--- config.mk ---
export PLATFORM = sky130hd
export DESIGN_NAME = onoff_sequencer
export DESIGN_NICKNAME = d
export VERILOG_FILES = /design/src/rtl/onoff_seq_pkg.sv /design/src/rtl/onoff_phase_timer.sv /design/src/rtl/onoff_sequencer.sv
export SDC_FILE = /design/constraint.sdc
export NUM_CORES = 1
export LEC_CHECK = 0
export CORE_MARGIN = 3
export CORE_UTILIZATION = 40
export DETAILED_ROUTE_END_ITERATION = 8
export PLACE_DENSITY_LB_ADDON = 0.2
export SLEW_MARGIN = 40
export SYNTH_ARGS = -nofsm -noshare
export SYNTH_HDL_FRONTEND = slang
export SYNTH_SLANG_ARGS = --single-unit
--- constraint.sdc ---
create_clock -name clk -period 2.52 [get_ports clk]
set_input_delay 0.252 -clock clk [delete_from_list [all_inputs] [get_ports clk]]
set_output_delay 0.252 -clock clk [all_outputs]
set_load 0.1 [all_outputs]
--- src/rtl/onoff_seq_pkg.sv ---
// Shared types and constants for the on/off duty-cycle sequencer.
// Used by onoff_sequencer and onoff_phase_timer.
package onoff_seq_pkg;

    typedef enum logic [1:0] {
        IDLE = 2'd0,
        ON   = 2'd1,
        OFF  = 2'd2,
        DONE = 2'd3
    } state_t;

    localparam logic [1:0] CODE_IDLE = 2'h0;
    localparam logic [1:0] CODE_ON   = 2'h1;
    localparam logic [1:0] CODE_OFF  = 2'h3;

    localparam logic SEL_ON  = 1'b0;
    localparam logic SEL_OFF = 1'b1;

endpackage

--- src/rtl/onoff_phase_timer.sv ---
// Loadable down-counter timing one on or off phase; holds at zero once expired.
module onoff_phase_timer #(
    parameter int CNT_W = 8
) (
    input  logic             clk,
    input  logic             rst,
    input  logic             load,
    input  logic [CNT_W-1:0] load_val,
    output logic [CNT_W-1:0] count,
    output logic             expired
);

    always_ff @(posedge clk) begin
        if (rst) begin
            count <= '0;
        end else if (load) begin
            count <= load_val;
        end else if (count != '0) begin
            count <= count - CNT_W'(1);
        end
    end

    assign expired = (count == '0);

endmodule

--- src/rtl/onoff_sequencer.sv ---
// Duty-cycle scheduler driving the on/off stage select with a start/busy/done handshake.
// Optional build macro ONOFF_SEQUENCER_ABORT_STATUS_EN adds the 'aborted' status output.
module onoff_sequencer
    import onoff_seq_pkg::*;
#(
    parameter int CNT_W = 8,
    parameter int REP_W = 4
) (
    input  logic             clk,
    input  logic             rst,
    input  logic             start,
    input  logic [CNT_W-1:0] on_len,
    input  logic [CNT_W-1:0] off_len,
    input  logic [REP_W-1:0] reps,
    input  logic             abort,
    output logic             stage_sel,
    output logic [1:0]       out_code,
    output logic             busy,
    output logic             done,
    output logic [REP_W-1:0] reps_left,
    output logic [CNT_W-1:0] phase_cnt
`ifdef ONOFF_SEQUENCER_ABORT_STATUS_EN
    ,
    output logic             aborted
`endif
);

    state_t           state;
    state_t           state_nxt;
    logic [CNT_W-1:0] on_len_q;
    logic [CNT_W-1:0] off_len_q;
    logic [REP_W-1:0] reps_left_nxt;
    logic             tmr_load;
    logic [CNT_W-1:0] tmr_val;
    logic             tmr_expired;
    logic             rep_end;

    onoff_phase_timer #(
        .CNT_W(CNT_W)
    ) u_timer (
        .clk     (clk),
        .rst     (rst),
        .load    (tmr_load),
        .load_val(tmr_val),
        .count   (phase_cnt),
        .expired (tmr_expired)
    );

    // Phase lengths are only consumed after an accepted start, so they need no reset.
    always_ff @(posedge clk) begin
        if (state == IDLE && start) begin
            on_len_q  <= on_len;
            off_len_q <= off_len;
        end
    end

    always_comb begin
        state_nxt     = state;
        reps_left_nxt = reps_left;
        tmr_load      = 1'b0;
        tmr_val       = '0;
        rep_end       = 1'b0;

        case (state)
            IDLE: begin
                if (start) begin
                    if (reps == '0 || on_len == '0) begin
                        state_nxt     = DONE;
                        tmr_load      = 1'b1;
                        reps_left_nxt = '0;
                    end else begin
                        state_nxt     = ON;
                        tmr_load      = 1'b1;
                        tmr_val       = on_len - CNT_W'(1);
                        reps_left_nxt = reps;
                    end
                end
            end
            ON: begin
                if (abort) begin
                    state_nxt     = DONE;
                    tmr_load      = 1'b1;
                    reps_left_nxt = '0;
                end else if (tmr_expired) begin
                    if (off_len_q != '0) begin
                        state_nxt = OFF;
                        tmr_load  = 1'b1;
                        tmr_val   = off_len_q - CNT_W'(1);
                    end else begin
                        rep_end = 1'b1;
                    end
                end
            end
            OFF: begin
                if (abort) begin
                    state_nxt     = DONE;
                    tmr_load      = 1'b1;
                    reps_left_nxt = '0;
                end else if (tmr_expired) begin
                    rep_end = 1'b1;
                end
            end
            DONE: begin
                state_nxt     = IDLE;
                reps_left_nxt = '0;
            end
            default: begin
                state_nxt = IDLE;
            end
        endcase

        // End of one on/off repetition: either finish or start the next on phase.
        if (rep_end) begin
            tmr_load = 1'b1;
            if (reps_left == REP_W'(1)) begin
                state_nxt     = DONE;
                reps_left_nxt = '0;
            end else begin
                state_nxt     = ON;
                tmr_val       = on_len_q - CNT_W'(1);
                reps_left_nxt = reps_left - REP_W'(1);
            end
        end
    end

    // Outputs are registered from the next state so they change with the state itself.
    always_ff @(posedge clk) begin
        if (rst) begin
            state     <= IDLE;
            stage_sel <= SEL_OFF;
            out_code  <= CODE_IDLE;
            busy      <= 1'b0;
            done      <= 1'b0;
            reps_left <= '0;
        end else begin
            state     <= state_nxt;
            stage_sel <= (state_nxt == ON) ? SEL_ON : SEL_OFF;
            busy      <= (state_nxt == ON) || (state_nxt == OFF);
            done      <= (state_nxt == DONE);
            reps_left <= reps_left_nxt;
            case (state_nxt)
                ON:      out_code <= CODE_ON;
                OFF:     out_code <= CODE_OFF;
                default: out_code <= CODE_IDLE;
            endcase
        end
    end

`ifdef ONOFF_SEQUENCER_ABORT_STATUS_EN
    // Abort always wins in ON/OFF, so this alone identifies an abort-driven DONE entry.
    always_ff @(posedge clk) begin
        if (rst) begin
            aborted <= 1'b0;
        end else begin
            aborted <= abort && (state == ON || state == OFF);
        end
    end
`endif

endmodule

==> impl_metrics.csv <==
group,metric,value,unit
job,cap_violations,0,
clock_network,cts_buffer_depth,2,
detailed_routing,ant_nets,0,
setup_path,worstSetupEndpoint,"out_code[0]$_SDFF_PP0_",
timing,timing.final.ws_setup,173,ps
setup_path,critical_path_class,"flip-flop to flip-flop",
floorplan,io_pins,41,
placed_design,numPortBuffers,40,
global_route,gr-total-overflow,0,
placed_design,hpwl,4900,um
timing,fin_crit_sh,0.931,
synthesis,synthArstFlopShare,0,
placed_design,gp_congestion,0.941,
synthesis,dominantRegCellSynth,"dfxtp_1",
synthesis,syn_nets,298,
finish,finish.utilization,0.547,
setup_path,r2r_cells,9,
synthesis,synth_edf_count,16,
detailed_routing,wire_per_inst,15.3,um
setup_path,r2r_setup_slack,170,ps
power,ir_drop,0.000821,V
setup_path,crit_required,2690,ps
clock_network,h-tree-depth,2,
power,leakagePower,1.17,nW
floorplan,die-area,6850,um^2
detailed_routing,via_per_inst,5.66,
synthesis,syn-mean-instance-area,9.14,um^2
timing,worst_clock_skew,5.39,ps
worst_hold_path,min_path_type,"input pin to flip-flop",
timing,maxSlewHeadroom,0.562,
finish,final_nets,362,
setup_path,end_kind,"flip-flop",
detailed_routing,drt-pass1-iter-count,4,
floorplan,die_w,82.8,um
floorplan,core-area,5610,um^2
global_route,antenna_found_initial,0,
timing,tightest_slew,653,ps
detailed_routing,drtIter0Drc,199,
global_route,grt_max_degree,15,
finish,diodes,0,
synthesis,ys_warn_count,0,
setup_path,worst-path-max-fanout,6,
setup_path,crit_path_start_kind,"flip-flop",
timing,hold_violations,0,
clock_network,cts_tree,"yes",
timing,drv_slew,0,
global_route,top_usage_layer,"met2",
synthesis,synth_cells,258,
synthesis,synth.yosys.seq_area_share,0.357,
global_route,grt_pass1_vias,2096,
global_route,grt_util_met3,0.0336,
detailed_routing,vias,2234,
timing,fmax,426,MHz
synthesis,synth_area,2360,um^2
finish,drive_above_1_share,0.211,
global_route,grt_pass1_wl,9840,um
synthesis,yosysUniqueCellTypes,51,
setup_path,timing.rr.end,"out_code[0]$_SDFF_PP0_",
detailed_routing,wirelength,6030,um
setup_path,cp.arrival,2520,ps
clock_network,clk_latency,280,ps
floorplan,start_util,0.420,
global_route,grtUsageMet2,0.308,
floorplan,rows,27,
timing,setup_viol,0,
finish,syn_to_final_growth,30.0,%
finish,fillerInstances,570,
synthesis,synth-seq-cells,34,
setup_path,crit_path_start,"u_timer.count[0]$_SDFFE_PP0P_",
worst_hold_path,holdCritStartpoint,"off_len[3]",
clock_network,cts_sinks,34,
timing,fin_crit,2350,ps
clock_network,cts_made_buffers,5,
clock_network,path_clk_slew,70,ps
detailed_routing,drc,0,
floorplan,die_h,82.8,um
clock_network,cts-root-buf,"clkbuf_8",
power,p_per_area,1160,nW/um^2
global_route,met1_usage,0.251,
setup_path,r2r_start,"u_timer.count[0]$_SDFFE_PP0P_",
global_route,grtUsageTotal,0.191,
placed_design,place_ws,62.5,ps
run_status,outcome,"complete, no violations",
-- layout make-up --
type	count	area, um^2	area share
clock buffers	6	72.6	0.0237
flip-flops and latches	34	856	0.279
inverters	18	67.6	0.0220
clock inverters	2	8.76	0.00286
repair buffers	65	546	0.178
multi-input cells	198	1430	0.465
well taps	72	90.1	0.0294
-- how the worst min path moves through the flow --
stage                                      to  slack (ps)  cells after the start
floorplan              off_len_q[0]$_DFFE_PP_         350                      0
global placement    reps_left[2]$_SDFFE_PP0P_         520                      2
detailed placement  reps_left[2]$_SDFFE_PP0P_         520                      2
CTS                    off_len_q[3]$_DFFE_PP_         510                      1
global route           off_len_q[7]$_DFFE_PP_         500                      1
finish                 off_len_q[3]$_DFFE_PP_         520                      1
-- flip-flops by register name (all words and copies together), names as in the netlist --
| signal | cells |
|---|---|
| state | 2 |
| off_len_q | 8 |
| done | 1 |
| out_code | 2 |
| reps_left | 4 |
| stage_sel | 1 |
| on_len_q | 8 |
| u_timer.count | 8 |
-- stage by stage --
stage,total power [mW],area (um^2),cells,hold slack (ps),TNS (ps)
2_1_floorplan,2.54,2370,258,351,0
3_3_place_gp,3.15,2970,387,522,0
3_5_place_dp,3.16,2970,387,522,0
4_1_cts,3.56,3050,395,507,0
5_1_grt,3.82,3070,395,501,-7.37
6_report,3.57,3070,395,518,0
-- Yosys cell counts (3+ instances only) --
cell type	n	area [um^2]
dfxtp_1	18	360
inv_1	18	67.6
edfxtp_1	16	480
ha_1	16	200
o21ai_0	16	80.1
nor2_1	15	56.3
nor3_1	14	70.1
a211oi_1	11	82.6
a21oi_1	11	55.1
nand2_1	11	41.3
or4_1	9	67.6
xnor2_1	9	78.8
xor2_1	8	70.1
or3_1	7	43.8
o31ai_1	6	45.0
nor4_1	5	31.3
a21o_1	4	30.0
a31oi_1	4	25.0
clkbuf_1	4	15.0
nand3_1	4	20.0
nor2b_1	4	25.0
a311oi_1	3	26.3
buf_2	3	15.0
nor3b_1	3	22.5
o21a_1	3	22.5
or3b_2	3	26.3
-- critical path: stages, from the launching register on --
cell and delay (ps):
dfxtp_4 360, inv_1 80, ha_1 210, or3b_2 510, nor3_2 220, nand2_1 120, a31oi_1 230, inv_1 100
ha_1 270, nor2b_1 130
-- repair_timing --
| item | CTS | global route |
|---|---|---|
| setup buffers | 0 | 0 |
| setup endpoints to repair | 0 | 9 |
| hold buffers | 0 | 0 |
| resized for setup | 0 | 4 |
-- layer usage --
metal / routed length (um) / part of all wire / up-vias
met3: 308 / 0.051 / 13
met4: 140 / 0.023 / 0
met2: 2810 / 0.47 / 70
li1: - / - / 1113
met5: 0 / 0 / -
met1: 2770 / 0.46 / 1038
-- logic make-up after synthesis --
group / share of synthesized area
AOI/OAI and AO/OA: 0.227
xor gates and xnor gates: 0.0632
adders and majority gates: 0.0849
buffers and inverters: 0.0446
DFF: 0.357
muxes: 0.00425
and+or+nand+nor: 0.219
-- cells in the final DEF, fill, tap and decap left out, types with 2 or more instances in the layout --
cell and instances:
a311oi_1 3, o21ai_0 16, clkbuf_8 5, dfxtp_2 6
nor3_1 13, a21o_1 4, nand2b_1 2, o31ai_1 6
inv_1 18, clkdlybuf4s50_1 23, o21ai_1 2, o21a_1 3
xnor2_1 9, nor3b_1 2, edfxtp_1 16, or3b_2 3
a31oi_1 4, and3_1 2, a221oi_1 2, nor4_1 5
nand2_1 10, nand3_1 4, xor2_1 8, a21oi_1 11
nand4_1 2, buf_4 42, dfxtp_4 2, a2111o_1 2
nor2b_1 4, ha_1 16, dfxtp_1 10, nor4b_1 2
nor2_1 15, a211oi_1 11, or3_1 7, or4_1 9
-- report_power, final --
group | switching, mW | internal (mW)
Sequential | 0.174 | 0.762
Clock | 0.185 | 0.190
Combinational | 1.49 | 0.762
Power figures use the tool's default switching activity.
